**src/rtl/fp_divider_seq.sv**
```systemverilog
// ---------------------------------------------------------------------------
// fp_divider_seq
// Sequential IEEE-754 style floating-point divider, out = a / b.
// The mantissa quotient is produced by a restoring shift-subtract loop that
// retires one quotient bit per cycle. Results are truncated (round toward
// zero). Subnormal inputs and subnormal results are flushed to zero.
//
// Handshake (one comment for the whole interface):
//   A request is accepted on a rising clk edge where start=1 and the block is
//   idle; a and b are captured on that same edge. start is ignored at any
//   other time and nothing is queued. busy is high from the cycle after
//   acceptance until the result is ready. done is a one-cycle pulse, and out
//   is valid from that cycle and held until the next done.
//
// Ports:
//   clk          in   rising-edge clock
//   rst_n        in   asynchronous active-low reset
//   start        in   division request, sampled only while idle
//   a            in   dividend (W bits)
//   b            in   divisor  (W bits)
//   busy         out  operation in flight
//   done         out  one-cycle completion pulse
//   out          out  quotient (W bits)
//   dbg_state_o  out  current FSM state, for observation only
// ---------------------------------------------------------------------------
module fp_divider_seq #(
    parameter int EXP_W = 8,
    parameter int MAN_W = 23,
    localparam int W    = 1 + EXP_W + MAN_W
) (
    input  logic         clk,
    input  logic         rst_n,
    input  logic         start,
    input  logic [W-1:0] a,
    input  logic [W-1:0] b,
    output logic         busy,
    output logic         done,
    output logic [W-1:0] out,
    output logic [2:0]   dbg_state_o
);

    localparam int N_IT  = MAN_W + 2;
    localparam int CNT_W = $clog2(N_IT);
    localparam int EX_W  = EXP_W + 2;

    localparam logic [EX_W-1:0]  BIAS_X   = EX_W'((2 ** (EXP_W - 1)) - 1);
    localparam logic [EX_W-1:0]  EXP_MAX  = EX_W'((2 ** EXP_W) - 1);
    localparam logic [CNT_W-1:0] CNT_LAST = CNT_W'(N_IT - 1);

    localparam logic [2:0] ST_IDLE = 3'd0;
    localparam logic [2:0] ST_SPEC = 3'd1;
    localparam logic [2:0] ST_DIV  = 3'd2;
    localparam logic [2:0] ST_NORM = 3'd3;
    localparam logic [2:0] ST_DONE = 3'd4;

    // ------------------------------------------------------------------
    // Registers
    // ------------------------------------------------------------------
    logic [2:0]            state_q, state_d;
    logic                  sign_q,  sign_d;
    logic signed [EX_W-1:0] exp_q,  exp_d;
    logic [MAN_W+1:0]      rem_q,   rem_d;
    logic [MAN_W:0]        mb_q,    mb_d;
    logic [N_IT-1:0]       quo_q,   quo_d;
    logic [CNT_W-1:0]      cnt_q,   cnt_d;
    logic                  fin_q,   fin_d;
    logic [W-1:0]          spec_q,  spec_d;
    logic [W-1:0]          out_q,   out_d;

    // ------------------------------------------------------------------
    // Operand decode (only meaningful in IDLE, where a/b are captured)
    // ------------------------------------------------------------------
    logic             sa, sb, s_res;
    logic [EXP_W-1:0] ea, eb;
    logic [MAN_W-1:0] fa, fb;
    logic             a_zero, a_inf, a_nan;
    logic             b_zero, b_inf, b_nan;
    logic             spec_any;
    logic [W-1:0]     spec_res;
    logic [EX_W-1:0]  e_calc;

    assign sa = a[W-1];
    assign sb = b[W-1];
    assign ea = a[W-2:MAN_W];
    assign eb = b[W-2:MAN_W];
    assign fa = a[MAN_W-1:0];
    assign fb = b[MAN_W-1:0];
    assign s_res = sa ^ sb;

    assign a_zero = (ea == '0);
    assign b_zero = (eb == '0);
    assign a_inf  = (ea == '1) && (fa == '0);
    assign b_inf  = (eb == '1) && (fb == '0);
    assign a_nan  = (ea == '1) && (fa != '0);
    assign b_nan  = (eb == '1) && (fb != '0);

    assign spec_any = a_zero | a_inf | a_nan | b_zero | b_inf | b_nan;

    // Priority: NaN-producing cases first, then infinity, then zero.
    always_comb begin
        spec_res = '0;
        if (a_nan || b_nan || (a_zero && b_zero) || (a_inf && b_inf)) begin
            spec_res = {1'b0, {EXP_W{1'b1}}, 1'b1, {(MAN_W-1){1'b0}}};
        end else if (a_inf || b_zero) begin
            spec_res = {s_res, {EXP_W{1'b1}}, {MAN_W{1'b0}}};
        end else begin
            spec_res = {s_res, {EXP_W{1'b0}}, {MAN_W{1'b0}}};
        end
    end

    // Unsigned arithmetic in EX_W bits wraps exactly like a signed value.
    assign e_calc = {2'b00, ea} - {2'b00, eb} + BIAS_X;

    // ------------------------------------------------------------------
    // One restoring-division step
    // ------------------------------------------------------------------
    logic             q_bit;
    logic [MAN_W+1:0] rem_sub;
    logic [MAN_W+1:0] rem_step;

    assign q_bit    = (rem_q >= {1'b0, mb_q});
    assign rem_sub  = q_bit ? (rem_q - {1'b0, mb_q}) : rem_q;
    // After a step the remainder is below mb, so the shifted-out bit is 0.
    assign rem_step = rem_sub << 1;

    // ------------------------------------------------------------------
    // Normalisation and range check of the finished quotient
    // ------------------------------------------------------------------
    logic [MAN_W-1:0]       frac_n;
    logic signed [EX_W-1:0] exp_n;
    logic [W-1:0]           norm_res;

    always_comb begin
        // Quotient lies in (0.5, 2): at most a single left shift is needed.
        if (quo_q[N_IT-1]) begin
            frac_n = quo_q[N_IT-2:1];
            exp_n  = exp_q;
        end else begin
            frac_n = quo_q[N_IT-3:0];
            exp_n  = exp_q - EX_W'(1);
        end

        if (exp_n >= $signed(EXP_MAX)) begin
            norm_res = {sign_q, {EXP_W{1'b1}}, {MAN_W{1'b0}}};
        end else if (exp_n[EX_W-1] || (exp_n == '0)) begin
            norm_res = {sign_q, {EXP_W{1'b0}}, {MAN_W{1'b0}}};
        end else begin
            norm_res = {sign_q, exp_n[EXP_W-1:0], frac_n};
        end
    end

    // ------------------------------------------------------------------
    // Next-state logic
    // ------------------------------------------------------------------
    always_comb begin
        state_d = state_q;
        sign_d  = sign_q;
        exp_d   = exp_q;
        rem_d   = rem_q;
        mb_d    = mb_q;
        quo_d   = quo_q;
        cnt_d   = cnt_q;
        fin_d   = fin_q;
        spec_d  = spec_q;
        out_d   = out_q;

        case (state_q)
            ST_IDLE: begin
                if (start) begin
                    sign_d = s_res;
                    spec_d = spec_res;
                    if (spec_any) begin
                        state_d = ST_SPEC;
                    end else begin
                        state_d = ST_DIV;
                        exp_d   = $signed(e_calc);
                        rem_d   = {1'b0, 1'b1, fa};
                        mb_d    = {1'b1, fb};
                        quo_d   = '0;
                        cnt_d   = '0;
                        fin_d   = 1'b0;
                    end
                end
            end

            ST_SPEC: begin
                out_d   = spec_q;
                state_d = ST_DONE;
            end

            // N_IT iteration cycles, then one cycle with fin set before NORM.
            ST_DIV: begin
                if (fin_q) begin
                    state_d = ST_NORM;
                end else begin
                    rem_d = rem_step;
                    quo_d = {quo_q[N_IT-2:0], q_bit};
                    if (cnt_q == CNT_LAST) begin
                        fin_d = 1'b1;
                    end else begin
                        cnt_d = cnt_q + CNT_W'(1);
                    end
                end
            end

            ST_NORM: begin
                out_d   = norm_res;
                state_d = ST_DONE;
            end

            ST_DONE: begin
                state_d = ST_IDLE;
            end

            default: begin
                state_d = ST_IDLE;
            end
        endcase
    end

    // ------------------------------------------------------------------
    // State registers
    // ------------------------------------------------------------------
    always_ff @(posedge clk or negedge rst_n) begin
        if (!rst_n) begin
            state_q <= ST_IDLE;
            sign_q  <= 1'b0;
            exp_q   <= '0;
            rem_q   <= '0;
            mb_q    <= '0;
            quo_q   <= '0;
            cnt_q   <= '0;
            fin_q   <= 1'b0;
            spec_q  <= '0;
            out_q   <= '0;
        end else begin
            state_q <= state_d;
            sign_q  <= sign_d;
            exp_q   <= exp_d;
            rem_q   <= rem_d;
            mb_q    <= mb_d;
            quo_q   <= quo_d;
            cnt_q   <= cnt_d;
            fin_q   <= fin_d;
            spec_q  <= spec_d;
            out_q   <= out_d;
        end
    end

    // ------------------------------------------------------------------
    // Outputs
    // ------------------------------------------------------------------
    assign busy        = (state_q == ST_SPEC) || (state_q == ST_DIV) || (state_q == ST_NORM);
    assign done        = (state_q == ST_DONE);
    assign out         = out_q;
    assign dbg_state_o = state_q;

endmodule

```
**config.mk**
```make
export PLATFORM = sky130hd
export DESIGN_NAME = fp_divider_seq
export DESIGN_NICKNAME = d
export VERILOG_FILES = /design/src/rtl/fp_divider_seq.sv
export SDC_FILE = /design/constraint.sdc
export NUM_CORES = 1
export LEC_CHECK = 0
export CAP_MARGIN = 20
export CORE_MARGIN = 2
export CORE_UTILIZATION = 45
export DETAILED_ROUTE_END_ITERATION = 6
export HOLD_SLACK_MARGIN = 0.05
export PLACE_DENSITY = 0.67
export SETUP_SLACK_MARGIN = 0.02
export SYNTH_ARGS = -nofsm -noshare
export SYNTH_HDL_FRONTEND = slang
export SYNTH_SLANG_ARGS = --single-unit
```
**constraint.sdc**
```tcl
create_clock -name clk -period 7 [get_ports clk]
set_input_delay 1.75 -clock clk [delete_from_list [all_inputs] [get_ports clk]]
set_output_delay 1.75 -clock clk [all_outputs]
set_load 0.02 [all_outputs]
```
# Word level (Yosys, flattened, before mapping)

Cells that the tools add are included.

Bits in registers: 158
Output and inout port bits: 37

Add/subtract/negate cells: 5
$lt $le $gt $ge: 2
Eq/ne operators: 12
Multiplexer cells: 30
Bitwise operators: 7
Reductions and logical operators: 30

Operator list:

| cell                                                                | count |
|---|---|
| two-way mux 25 bit                                                  | 6 |
| one-hot mux 25 bit (2 select lines)                                 | 2 |
| two-way mux 31 bit                                                  | 3 |
| one-hot mux 32 bit (2 select lines)                                 | 1 |
| logical NOT 23 bit                                                  | 2 |
| nonzero test 23 bit                                                 | 2 |
| two-way mux 32 bit                                                  | 1 |
| greater-or-equal comparator 25 x 24 -> 1 bit                        | 1 |
| two-way mux 24 bit                                                  | 1 |
| subtractor 24 bit                                                   | 1 |
| two-way mux 23 bit                                                  | 1 |
| two-way mux 5 bit                                                   | 4 |
| == test 8 bit (second input constant)                               | 2 |
| logical NOT 8 bit                                                   | 2 |
| adder 9 x 8 -> 10 bit (second input constant)                       | 1 |
| greater-or-equal comparator 10 x 9 -> 1 bit (second input constant) | 1 |
| logical NOT 10 bit                                                  | 1 |
| two-way mux 10 bit                                                  | 1 |
| inequality test 2 bit (second input constant)                       | 5 |
| one-hot mux 5 bit (2 select lines)                                  | 1 |
| subtractor 10 x 2 -> 10 bit (second input constant)                 | 1 |
| one-hot mux 3 bit (3 select lines)                                  | 1 |
| subtractor 8 x 8 -> 9 bit                                           | 1 |
| logical OR 1 bit                                                    | 7 |
| other kinds (20)                                                    | 37 |

# Logic depth before layout (Yosys ltp)

Depth in word-level cells: 10
Mapped depth: 12

# Worst setup path after synthesis

Ideal clock, no wire load.

Path type: input -> register
From: input port a[23]
To: register exp_q[7]
Library setup time: 131 ps
Data arrival time: 3744 ps
Required time: 6869 ps
Slack: 3125 ps
Stages: 11
Path buffers: 0
Cells stage by stage: inv_1 > ha_1 > inv_1 > fa_1 > a21o_1 > a21oi_2 > xnor2_1 > or3_1 > nor3_1 > xnor2_1 > o21ai_1

Cells in the longest elaborated chain, start to end: 9
Elaborated cells on any way between the ends: 13
Those cells by class: add/sub: 2; eq/ne: 1; bitwise: 6; reduce/logical: 4

Ends and longest elaborated chain:

| element                                                       | line | RTL |
|---|---|---|
| from (decl)                                                   | 34   | `input logic [W-1:0] a,` |
| branches (longest 9 deep; another with adder 9 x 8 -> 10 bit) | -    |  |
| to (signal assigned)                                          | 239  | `exp_q <= exp_d;` |
| to (decl)                                                     | 61   | `logic signed [EX_W-1:0] exp_q, exp_d;` |

Parallel ways; which one is timed is not known.
A chain may end at the register's enable or synchronous reset.

# Worst setup path in the final report

From: input port b[27]
To: register rem_q[19]

Cells in the longest elaborated chain, start to end: 6
Elaborated cells on any way between the ends: 9
Those cells by class: eq/ne: 2; bitwise: 3; reduce/logical: 4

Ends and longest elaborated chain:

| element                                               | line       | RTL |
|---|---|---|
| from (decl)                                           | 35         | `input logic [W-1:0] b,` |
| logical NOT 8 bit or == test 8 bit (tied branches)    | 91, 93, 95 |  |
| bitwise OR 1 bit or logical AND 1 bit (tied branches) | 97, 93     |  |
| bitwise OR 1 bit                                      | 97         | `assign spec_any = a_zero \| a_inf \| a_nan \| b_zero \| b_inf \| b_nan;` |
| bitwise OR 1 bit *                                    | 97         |  |
| inequality test 2 bit (no source line) *              | -          |  |
| AND reduction 4 bit (no source line) *                | -          |  |
| to (signal assigned)                                  | 240        | `rem_q <= rem_d;` |
| to (decl)                                             | 62         | `logic [MAN_W+1:0] rem_q, rem_d;` |

Every way passes the cells marked *; elsewhere a longest branch is shown, timed or not.

==> out/metrics.cfg <==
[outcome]
status = finished, final reports clean

[finish]
diodes = 0
multiInputGateArea_um2 = 4300
finalNonFillerCells = 1216
final-seq-area_um2 = 3230
syn_to_final_growth_pct = 23.7
final.fill_count = 1600
drive_gt1_frac = 0.0807
final_core_util = 0.567
nets = 1084

[timing]
drv_slew = 0
post-route-min-period_ns = 4.26
hold_viol = 0
tightest_slew_ns = 0.891
rsz0062_at_grt = false
holdWs_ns = 0.452
max_freq_ghz = 0.235
fin_skew_ns = 0.0121
max_slew_margin = 0.406
min_period_over_period = 0.609
setup_viol = 0
tns_ns = 0

[synthesis]
avgSynthCellArea_um2 = 8.86
synth_top_area_share = 0.408
yosysSeqAreaShare = 0.408
ys_seq_elements = 129
yosys_warnings = 0
syn_inst = 892
yosysUniqueCellTypes = 67
synth.area.top_cells = dfrtp_1 (41%), nand2_1 (7.3%), ha_1 (5.7%)
ys_top_cells_by_count = nand2_1 (154), dfrtp_1 (129), o21ai_0 (78)
synthArstFlopShare = 1.00
ys.flop_type = dfrtp_1
synth-edff-count = 0
synth_area_um2 = 7900
synth_nets = 997
yosysMostFrequentCell = nand2_1
synth_top_area_cell = dfrtp_1

[floorplan]
rows = 48
initial_core_util = 0.458
die_area_um2 = 18600
coreArea_um2 = 17200
die_w_um = 137
io_pins = 104
die_h_um = 137

[route]
routedWlPerCell_um = 15.5
firstDrtPassIters = 5
dr_total_vias = 6724
wirelength_um = 18900
ant_nets = 0
route.detailed.drc = 0
viasPerCell = 5.53
drt_iter0_markers = 400

[clock_tree]
holdBufCountCts = 0
clkSlewWorstSetupHoldPaths_ns = 0.05
htreeDepth = 4
cts_buffers = 17
cts_setup_buffers = 0
cts_resized = 0
cts_tree = done
clock_path_buffers = 2
clkLatencyLatePin_ns = 0.42
cts-root-buf = clkbuf_16
cts_sinks = 129

[placed_design]
gp_congestion = 0.859
dp_cells = 1184
io_buffers = 103
hpwl_um = 13500

[setup_path]
path_buf_inv = 2
worstPathMaxFanout = 42
crit_slowest_cell = nand2_1
path_cells = clkdlybuf4s50_1 -> or4_1 -> nor2_1 -> nor4_1 -> nand2_1 -> buf_4 -> nand2_1 -> o22ai_1 -> a211oi_1
cp_data_arrival_time_ns = 4.53
path_class = in -> reg
crit_path_end_kind = flip-flop
crit_path_frequent_cell = nand2_1
cp-start-kind = input pin
crit_required_ns = 7.26
slowest_delay_ns = 0.61
cp_top_family = simple AND/OR/NAND/NOR gates

[grt]
grt_pass1_wl_um = 31000
track_usage = 0.211
grt_max_degree = 74
overflow = 0
grt_pass1_vias = 6195
antenna_found_initial = 0

[worst_hold_path]
hold_path_class = reg -> reg

[pwr]
power_density_nw_per_um2 = 539
p_leak_nw = 4.18
peakVddDrop_mv = 0.244

[flow_run]
drv_cap = 0

## stage by stage
stage	instance area (um2)	setup WS (ns)	total power, mW
after floorplan	7900	3.12	3.49
after global placement	9070	2.38	4.17
after detailed placement	9070	2.32	4.23
after CTS	9750	2.76	5.26
after global routing	9770	2.49	5.69
final	9770	2.74	5.27
## state kept, by name (all words and copies together) (netlist names), 3 cells and up
| signal | count |
|---|---|
| out | 32 |
| quo_q | 25 |
| rem_q | 25 |
| mb_q | 24 |
| exp_q | 10 |
| cnt_q | 5 |
| dbg_state_o | 3 |
| spec_q | 3 |
## cells in the final DEF, fill, tap and decap left out, drive strengths merged, types with 14 or more instances in the layout
cell,count
nand2,155
dfrtp,129
clkdlybuf4s50,102
o21ai,101
inv,51
nor2,48
a21oi,46
mux2i,39
ha,36
o22ai,20
nor3,20
xor2,19
clkbuf,18
xnor2,17
nand4,14
nand3,14
## power breakdown
part / switching, mW / internal, mW
registers: 0.270 / 1.10
logic: 1.65 / 1.24
clock network: 0.336 / 0.676
## worst paths after layout
kind,start,cells past startpoint,slack [ns],endpoint
max,b[27],9,2.74,rem_q[19]
min,mb_q[23],2,0.45,mb_q[23]
max reg2reg,rem_q[0],11,3.89,rem_q[23]
min reg2reg,mb_q[23],2,0.45,mb_q[23]
max in group asynchronous,rst_n,2,4.23,rem_q[1]
min in group asynchronous,rst_n,1,1.40,mb_q[17]
## area by class of cell
cell class,count,share of cell area
multi-input cells,670,0.440
flip-flops and latches,129,0.330
well taps,225,0.0288
inverters,51,0.0196
repair buffers,110,0.113
clock buffers,18,0.0449
clock inverters,13,0.0241
## worst register-to-register path: cells and delay by family, from the launching register on
family	cells	cell delay, ns
muxes	1	0.29
AOI/OAI and AO/OA	6	1.43
buffers and inverters	1	0.06
adders and majority gates	2	0.64
DFF	1	0.36
and+or+nand+nor	1	0.23
## cells by family after synthesis
| kind of cell | share of synthesized area |
|---|---|
| multiplexers | 0.0522 |
| AO/OA/AOI/OAI | 0.200 |
| buffers and inverters | 0.0489 |
| XOR/XNOR | 0.0399 |
| flip-flops | 0.408 |
| adder cells (fa/ha/maj) | 0.0621 |
| AND/OR/NAND/NOR | 0.188 |
## per-layer routing
layer	GRT usage	vias to the layer above	wire, um
met5	0	-	0
met1	0.296	3210	9010
li1	-	3336	-
met3	0.0370	27	734
met2	0.328	151	8780
met4	0.0741	0	370
No activity file was read; power rests on OpenSTA's default activity.
